[src/rtl/breath_led_ctrl.sv]
// breath_led_ctrl: PWM LED driver with OFF / ON / BREATHE / BLINK modes.
// A divider produces PWM ticks; a frame is PWM_MAX+1 ticks. Commands are
// buffered in a one-deep pending slot and applied only at a frame boundary.
// Ports:
//   clk, rst_n                 clock, async active-low reset
//   cmd_valid/cmd_ready        command handshake
//   cmd_mode/cmd_param/cmd_count  command payload
//   led                        PWM output (combinational from registered state)
//   duty                       current duty, 0..PWM_MAX+1
//   busy                       high whenever the mode is not OFF
//   done                       one-cycle pulse at end of a finite sequence
module breath_led_ctrl #(
  parameter int unsigned TICK_DIV = 100,
  parameter int unsigned PWM_MAX  = 999,
  parameter int unsigned DW       = 10
) (
  input  logic          clk,
  input  logic          rst_n,
  input  logic          cmd_valid,
  output logic          cmd_ready,
  input  logic [1:0]    cmd_mode,
  input  logic [7:0]    cmd_param,
  input  logic [7:0]    cmd_count,
  output logic          led,
  output logic [DW-1:0] duty,
  output logic          busy,
  output logic          done
);

  localparam int unsigned DVW = (TICK_DIV > 1) ? $clog2(TICK_DIV) : 1;
  localparam int unsigned PW  = (PWM_MAX > 0) ? $clog2(PWM_MAX + 1) : 1;
  localparam int unsigned CW  = (PW > DW) ? PW : DW;
  localparam int unsigned SW  = DW + 9;
  localparam logic [DW-1:0] FULL = DW'(PWM_MAX + 1);

  localparam logic [1:0] M_OFF     = 2'd0;
  localparam logic [1:0] M_ON      = 2'd1;
  localparam logic [1:0] M_BREATHE = 2'd2;
  localparam logic [1:0] M_BLINK   = 2'd3;

  typedef enum logic [2:0] {
    S_OFF, S_ON, S_UP, S_DOWN, S_BLK_ON, S_BLK_OFF
  } state_t;

  state_t           state;
  logic [DVW-1:0]   div_cnt;
  logic [PW-1:0]    pos;
  logic [1:0]       pend_mode;
  logic [7:0]       pend_param;
  logic [7:0]       pend_count;
  logic [7:0]       act_param;
  logic [7:0]       act_count;
  logic [7:0]       rep_cnt;
  logic [7:0]       frm_cnt;

  logic             tick;
  logic             frame_end;
  logic             seq_last;
  logic             blk_flip;
  logic [SW-1:0]    up_sum;

  // Frame timing and sequence helpers
  assign tick      = (div_cnt == DVW'(TICK_DIV - 1));
  assign frame_end = tick && (pos == PW'(PWM_MAX));
  assign up_sum    = SW'(duty) + SW'(act_param);
  // The completion about to happen is the last one of a finite sequence
  assign seq_last  = (act_count != 8'd0) && ((rep_cnt + 8'd1) == act_count);
  assign blk_flip  = ((frm_cnt + 8'd1) == act_param);

  // PWM comparator; duty PWM_MAX+1 exceeds every position so stays lit
  assign led = (CW'(pos) < CW'(duty));

  // Divider, frame position, command slot and mode sequencer
  always_ff @(posedge clk or negedge rst_n) begin
    if (!rst_n) begin
      state      <= S_OFF;
      div_cnt    <= '0;
      pos        <= '0;
      duty       <= '0;
      busy       <= 1'b0;
      done       <= 1'b0;
      cmd_ready  <= 1'b1;
      pend_mode  <= M_OFF;
      pend_param <= 8'd1;
      pend_count <= 8'd0;
      act_param  <= 8'd1;
      act_count  <= 8'd0;
      rep_cnt    <= 8'd0;
      frm_cnt    <= 8'd0;
    end else begin
      done    <= 1'b0;
      div_cnt <= tick ? '0 : div_cnt + DVW'(1);
      if (tick) begin
        pos <= (pos == PW'(PWM_MAX)) ? '0 : pos + PW'(1);
      end

      // cmd_ready low doubles as the pending flag
      if (cmd_valid && cmd_ready) begin
        pend_mode  <= cmd_mode;
        pend_param <= (cmd_param == 8'd0) ? 8'd1 : cmd_param;
        pend_count <= cmd_count;
        cmd_ready  <= 1'b0;
      end

      if (frame_end) begin
        if (!cmd_ready) begin
          // A pending command overrides any completion on this boundary
          act_param <= pend_param;
          act_count <= pend_count;
          rep_cnt   <= 8'd0;
          frm_cnt   <= 8'd0;
          cmd_ready <= 1'b1;
          case (pend_mode)
            M_OFF:     begin state <= S_OFF;    duty <= '0;   busy <= 1'b0; end
            M_ON:      begin state <= S_ON;     duty <= FULL; busy <= 1'b1; end
            M_BREATHE: begin state <= S_UP;     duty <= '0;   busy <= 1'b1; end
            M_BLINK:   begin state <= S_BLK_ON; duty <= FULL; busy <= 1'b1; end
          endcase
        end else begin
          case (state)
            S_OFF, S_ON: ;
            S_UP: begin
              if (up_sum >= SW'(FULL)) begin
                duty  <= FULL;
                state <= S_DOWN;
              end else begin
                duty <= DW'(up_sum);
              end
            end
            S_DOWN: begin
              if (SW'(duty) <= SW'(act_param)) begin
                duty    <= '0;
                rep_cnt <= rep_cnt + 8'd1;
                if (seq_last) begin
                  state <= S_OFF;
                  busy  <= 1'b0;
                  done  <= 1'b1;
                end else begin
                  state <= S_UP;
                end
              end else begin
                duty <= duty - DW'(act_param);
              end
            end
            S_BLK_ON: begin
              if (blk_flip) begin
                frm_cnt <= 8'd0;
                duty    <= '0;
                state   <= S_BLK_OFF;
              end else begin
                frm_cnt <= frm_cnt + 8'd1;
              end
            end
            S_BLK_OFF: begin
              if (blk_flip) begin
                frm_cnt <= 8'd0;
                rep_cnt <= rep_cnt + 8'd1;
                if (seq_last) begin
                  state <= S_OFF;
                  busy  <= 1'b0;
                  done  <= 1'b1;
                end else begin
                  duty  <= FULL;
                  state <= S_BLK_ON;
                end
              end else begin
                frm_cnt <= frm_cnt + 8'd1;
              end
            end
            default: begin
              state <= S_OFF;
              duty  <= '0;
              busy  <= 1'b0;
            end
          endcase
        end
      end
    end
  end

endmodule

[config.mk]
export PLATFORM = sky130hd
export DESIGN_NAME = breath_led_ctrl
export DESIGN_NICKNAME = d
export VERILOG_FILES = /design/src/rtl/breath_led_ctrl.sv
export SDC_FILE = /design/constraint.sdc
export NUM_CORES = 1
export LEC_CHECK = 0
export CELL_PAD_IN_SITES_DETAIL_PLACEMENT = 0
export CELL_PAD_IN_SITES_GLOBAL_PLACEMENT = 1
export CORE_MARGIN = 1
export CORE_UTILIZATION = 52
export CTS_BUF_LIST = sky130_fd_sc_hd__clkbuf_4
export DETAILED_ROUTE_END_ITERATION = 7
export PLACE_DENSITY_LB_ADDON = 0.1
export SLEW_MARGIN = 20
export SYNTH_ARGS = -nofsm -noshare
export SYNTH_HDL_FRONTEND = slang
export SYNTH_SLANG_ARGS = --single-unit
[constraint.sdc]
create_clock -name clk -period 10.1 [get_ports clk]
set_input_delay 1.515 -clock clk [delete_from_list [all_inputs] [get_ports clk]]
set_output_delay 1.515 -clock clk [all_outputs]
set_load 0.02 [all_outputs]
==> results_dict.tcl, run 1 <==
set metrics [dict create \
    synth_cells 618 \
    nets 692 \
    grt_max_degree 84 \
    worst_pin_slew_ps 787.1 \
    crit_chain "inv_1, ha_1, a21o_1, a21o_1, a21oi_1, nor2b_1, o21ai_0, a21oi_1, a31oi_1, clkdlybuf4s50_1" \
    clkSinkCount 83 \
    cp-start-kind "flip-flop" \
    num_rows 37 \
    grt_pass1_wl_um 23520 \
    cts-htree-levels 3 \
    grt_use_met2 0.4101 \
    die_h_um 106.7 \
    syn_nets 672 \
    port_buffers 34 \
    postCtsResizedCells 0 \
    wl_per_cell_um 18.07 \
    cts.path.max_buffers 2 \
    path_max_fanout 6 \
    use_met3 0.04073 \
    p_per_area_nw_per_um2 101.6 \
    p_leak_uw 0.002578 \
    hp-class "reg -> reg" \
    cts_buffers 9 \
    gr-usage-all-layers 0.2640 \
    slowest_delay_ps 620 \
    fin_crit_sh 0.4428 \
    dieArea_um2 11380 \
    routabilityCongestion 0.8858 \
    final_max_slew_viol_count 0 \
    slew_headroom 0.4740 \
    firstDrtPassIters 5 \
    synth_flop_cell "dfrtp_1" \
    rsz0062_at_grt "false" \
    insertion_delay_ps 450 \
    wl_um 14080 \
    drt_iter0_drc 366 \
    finalSetupTns_ps 0 \
    cts_tree "built" \
    syn_area_per_cell_um2 9.218 \
    vias 4765 \
    core_um2 10460 \
    synth_seq_area_share 0.3653 \
    gr-total-overflow 0 \
    initial_utilization 0.5445 \
    grt_busiest_layer "met2" \
    clock_skew_ps 21.61 \
    path_clk_slew_ps 150 \
    cp.required_ps 8590 \
    path_buf_inv 2 \
    syn_area_um2 5697 \
    cts_setup_buffers 0 \
    finalSetupViolations 0 \
    ant_nets 0 \
    crit_family "compound AO/OA/AOI/OAI gates" \
    yosysUniqueCellTypes 77 \
    post-dp-hpwl_um 10510 \
    holdBufCountCts 0 \
    vdd_drop_max_mv 0.08869 \
    drc 0 \
    maxCapViolCount 0 \
    met1_usage 0.3823 \
    syn_to_final_growth_pct 9.159 \
    die_x_um 106.7 \
    cp-end-kind "output port" \
    viasPerCell 6.117 \
    io_pins 35 \
    antenna_found_initial 0 \
    status "finished, final reports clean" \
    async_reset_ff_frac 1.000 \
    fill_cells 945 \
    synth_seq_cells 83 \
    fin_area_um2 6218 \
    criticalPathCategory "reg -> out" \
    slowest_stage "clkdlybuf4s50_1" \
    diodes 0 \
    placed_area_um2 6091 \
    drive_gt1_frac 0.1058 \
    synth_edf_count 0 \
    grt_pass1_vias 4516 \
    fmax_mhz 223.6 \
    hold_viol 0 \
    yosys_warnings 0 \
    period_minus_slack_ps 4472 \
    cts-root-buf "clkbuf_4" \
    worstPathArrival_ps 2960 \
]
==> registers in the layout, indices dropped and copies added (netlist names) <==
register	flops
act_count	8
busy	1
act_param	8
pend_count	8
rep_cnt	8
pend_mode	2
done	1
div_cnt	7
frm_cnt	8
pend_param	8
cmd_ready	1
state	3
pos	10
duty	10
==> layout make-up <==
type | count | area, um^2 | area share
Inverter | 31 | 116.4 | 0.01871
Clock buffer | 10 | 75.07 | 0.01207
Tap cell | 136 | 170.2 | 0.02736
Multi-Input combinational cell | 477 | 3371 | 0.5421
Clock inverter | 6 | 48.80 | 0.007847
Sequential cell | 83 | 2081 | 0.3346
Timing Repair Buffer | 36 | 356.6 | 0.05734
==> through the flow <==
| step | cells | total power [uW] | hold WS, ps | util | setup slack, ps |
|---|---|---|---|---|---|
| after floorplan | 618 | 419.8 | 432.9 | - | 6543 |
| after global placement | 763 | 448.1 | 448.2 | 0.5822 | 6200 |
| after detailed placement | 763 | 452.7 | 459.0 | 0.5822 | 6153 |
| after CTS | 779 | 637.4 | 478.8 | 0.5940 | 5626 |
| after global routing | 779 | 660.2 | 497.0 | 0.5944 | 5492 |
| final | 779 | 631.7 | 472.5 | 0.5944 | 5628 |
==> placed cells by master, fill, tap and decap left out, types with 3 or more instances in the layout <==
| cell | count |
|---|---|
| dfstp_2 | 3 |
| dfrtp_1 | 80 |
| a211oi_1 | 5 |
| o211ai_1 | 5 |
| nor4_1 | 5 |
| a2111oi_0 | 6 |
| ha_1 | 31 |
| mux2i_1 | 3 |
| or4_1 | 5 |
| and3_1 | 7 |
| o22ai_1 | 5 |
| o31ai_1 | 13 |
| mux2_2 | 26 |
| nor3_1 | 15 |
| inv_1 | 31 |
| nand3_1 | 16 |
| nor2b_1 | 6 |
| a31oi_1 | 4 |
| nand2_1 | 62 |
| nor2_1 | 41 |
| nand3b_1 | 5 |
| nand4_1 | 10 |
| nand2b_1 | 14 |
| nand4b_1 | 3 |
| xor2_1 | 12 |
| or3_1 | 8 |
| clkbuf_4 | 10 |
| o21ai_0 | 42 |
| o21ai_1 | 4 |
| clkdlybuf4s50_1 | 33 |
| a21o_1 | 11 |
| xnor2_1 | 23 |
| a21oi_1 | 37 |
==> cells in the mapped netlist, types with 6 or more instances <==
cell type / instances / area share
a21oi_1: 37 / 0.033
nand3_1: 16 / 0.014
mux2_2: 26 / 0.051
xor2_1: 12 / 0.018
and3_1: 7 / 0.0077
nand4_1: 10 / 0.011
inv_1: 31 / 0.020
nor2b_1: 6 / 0.0066
a21o_1: 11 / 0.014
buf_2: 12 / 0.011
nand2_1: 62 / 0.041
nor3_1: 15 / 0.013
nor2_1: 41 / 0.027
xnor2_1: 23 / 0.035
nor4_1: 6 / 0.0066
clkbuf_1: 12 / 0.0079
nand2b_1: 14 / 0.015
dfrtp_1: 80 / 0.35
ha_1: 31 / 0.068
o21ai_0: 42 / 0.037
o31ai_1: 13 / 0.017
or3_1: 8 / 0.0088
a2111oi_0: 6 / 0.0092
==> logic make-up after synthesis <==
| kind of cell | share of synthesized area |
|---|---|
| buffers and inverters | 0.04415 |
| AO/OA/AOI/OAI | 0.2001 |
| XOR/XNOR | 0.06062 |
| flip-flops | 0.3653 |
| adder cells (fa/ha/maj) | 0.07512 |
| multiplexers | 0.05864 |
| AND/OR/NAND/NOR | 0.1961 |
==> power by group <==
group          total (uW)  switching (uW)  internal, uW  leakage, uW
Combinational        65.9            31.2          34.7      0.00142
Sequential            380            20.0           360      0.00110
Clock                 186             129          56.4    0.0000653
==> worst register-to-register path: stages (launching register included) <==
cell	delay, ps
dfstp_2	610
ha_1	170
inv_1	50
fa_1	400
a21o_1	180
a21oi_1	380
o211ai_1	190
a21oi_1	630
o211ai_2	310
a2111oi_0	500
a21oi_1	80
o21ai_1	130
==> layer usage <==
metal | wire length [um] | vias to the layer above
met5 | 0 | -
met4 | 206 | 0
met3 | 751 | 19
met2 | 6460 | 137
met1 | 6661 | 2320
li1 | - | 2289
==> worst paths after layout <==
path / startpoint / end / slack, ps / depth (start not counted)
setup / recovery: duty[1] / led / 5630 / 10
hold / removal: div_cnt[0] / div_cnt[0] / 470 / 1
hold reg to reg: div_cnt[0] / div_cnt[0] / 470 / 1
setup reg to reg: act_param[0] / rep_cnt[5] / 6410 / 11
min in group asynchronous: rst_n / duty[6] / 1070 / 1
max in group asynchronous: rst_n / rep_cnt[7] / 8460 / 1
(Power assumes the default switching activity.)
==> inputs of run 2 (changes only) <==
- CORE_UTILIZATION: 52 -> 44
- clock period: 10.1 -> 3.9 ns (I/O delays scaled with it)
==> run 2 against run 1 <==
Against the previous run:
- power grew to 2.6 times the previous value
- critical path depth is the same
- cell count grew 5.4%
- first-iteration DRC count grew 9.6%
- clock skew shrank 2.2 ps
- non-clock buffer count grew 6
- register-to-register slack lost 6100 ps
- flip-flop and latch count is the same
- hold slack lost 290 ps
- critical path type is now reg -> reg
- critical endpoint is now state[0]
- largest power group unchanged
==> results_dict.tcl, run 2 (synthesis results as in run 1) <==
set metrics [dict create \
    cts_buffers 9 \
    final_common_cell "dfrtp_1" \
    post-route-util 0.4998 \
    maxCapViolCount 0 \
    cp-start-kind "flip-flop" \
    pwr-share-comb 0.110 \
    nets 698 \
    placed_area_um2 6181 \
    viasPerCell 5.765 \
    num_rows 41 \
    period_minus_slack_ps 3544 \
    cts_tree "built" \
    path_clk_slew_ps 150 \
    grt_max_degree 69 \
    hold_viol 0 \
    final_max_slew_viol_count 0 \
    p_switching_uw 478.9 \
    firstDrtPassIters 5 \
    antenna_found_initial 0 \
    clockPowerShare 0.291 \
    p_per_area_nw_per_um2 261.0 \
    fin_crit_sh 0.9088 \
    port_buffers 34 \
    finalSetupViolations 0 \
    gr-total-overflow 0 \
    cts_setup_buffers 0 \
    criticalPathCategory "reg -> reg" \
    cts.path.max_buffers 2 \
    r2r_cells 10 \
    rsz0062_at_grt "false" \
    swShare 0.2909 \
    routabilityCongestion 0.8391 \
    post-dp-hpwl_um 11510 \
    initial_utilization 0.4514 \
    wl_um 15150 \
    worst_pin_slew_ps 906.1 \
    top_regs "duty: 10 flops, pos: 10 flops" \
    insertion_delay_ps 470 \
    cp-end-kind "flip-flop" \
    p_int_uw 1167 \
    gr-usage-all-layers 0.2449 \
    finalSetupTns_ps 0 \
    total_power_uw 1646 \
    place_ws_ps 399.9 \
    ant_nets 0 \
    wl_per_cell_um 18.45 \
    drive_gt1_frac 0.1156 \
    path_max_fanout 9 \
    core_um2 12620 \
    holdBufCountCts 0 \
    dieArea_um2 13410 \
    status "finished, final reports clean" \
    cts-root-buf "clkbuf_4" \
    crit-reg2reg-capture "state[0]" \
    hp-class "in -> async" \
    syn_to_final_growth_pct 10.72 \
    cts-htree-levels 3 \
    drc 0 \
    grt_pass1_vias 4514 \
    fin_area_um2 6307 \
    slew_headroom 0.3959 \
    clkSinkCount 83 \
    timing.rr.start "act_param[2]" \
    clock_skew_ps 19.42 \
    io_pins 35 \
    vdd_drop_max_mv 0.2571 \
    p_leak_uw 0.002624 \
    seqPwrFrac 0.599 \
    drt_iter0_drc 401 \
    die_h_um 115.8 \
    cp.required_ps 4260 \
    grt_pass1_wl_um 24490 \
    fill_cells 1249 \
    worstPathArrival_ps 3900 \
    fin_ws_ps 355.8 \
    diodes 0 \
    fmax_mhz 282.1 \
    die_x_um 115.8 \
    postCtsResizedCells 0 \
    vias 4733 \
    reg2reg_slack_ps 360 \
    final_cell_mix "79 x dfrtp_1, 62 x nand2_1, 42 x o21ai_0" \
]
-- run 2: worst max-delay path by stage --
stage | startpoint | endpoint | slack (ps) | cells past startpoint
5_1_grt | act_param[2] | state[0] | 120 | 10
2_1_floorplan | act_param[0] | state[0] | 650 | 12
3_5_place_dp | act_param[2] | state[0] | 400 | 10
4_1_cts | duty[1] | led | 110 | 10
6_report | act_param[2] | state[0] | 360 | 10
3_3_place_gp | act_param[0] | state[0] | 570 | 11
-- run 2: stage by stage --
step | std cells | hold WS [ps]
after global placement | 805 | 448.0
after CTS | 821 | 216.8
after global routing | 821 | 244.2
after detailed placement | 805 | 479.3
after floorplan | 618 | 289.4
final | 821 | 184.9
-- run 2: metal layers --
metal	track usage	vias up	share of wire
met2	0.3909	121	0.47
met5	0	-	0
met1	0.3344	2284	0.46
li1	-	2302	-
met3	0.03295	26	0.039
met4	0.1034	0	0.026
-- run 2: worst max-delay path: stages, from the launching register on --
cell,delay [ps]
dfrtp_1,450
inv_1,90
ha_1,390
and2b_1,250
a2111oi_0,730
o22ai_1,190
xnor2_1,230
nor4b_4,350
a21oi_4,160
o31ai_4,270
mux2_1,330
-- run 2: layout make-up --
type | instances | area (um^2) | area share
multi-input cells | 477 | 3371 | 0.5344
well taps | 172 | 215.2 | 0.03412
flip-flops and latches | 83 | 2082 | 0.3301
clock buffers | 10 | 75.07 | 0.01190
repair buffers | 42 | 400.4 | 0.06348
inverters | 31 | 116.4 | 0.01845
clock inverters | 6 | 47.55 | 0.007538
-- run 2: power by group through the flow --
stage | sequential [uW] | combinational (uW) | clock (uW)
5_1_grt | 994 | 200 | 527
4_1_cts | 986 | 182 | 497
3_3_place_gp | 998 | 177 | 0
2_1_floorplan | 976 | 112 | 0
6_report | 986 | 181 | 479
3_5_place_dp | 1000 | 181 | 0
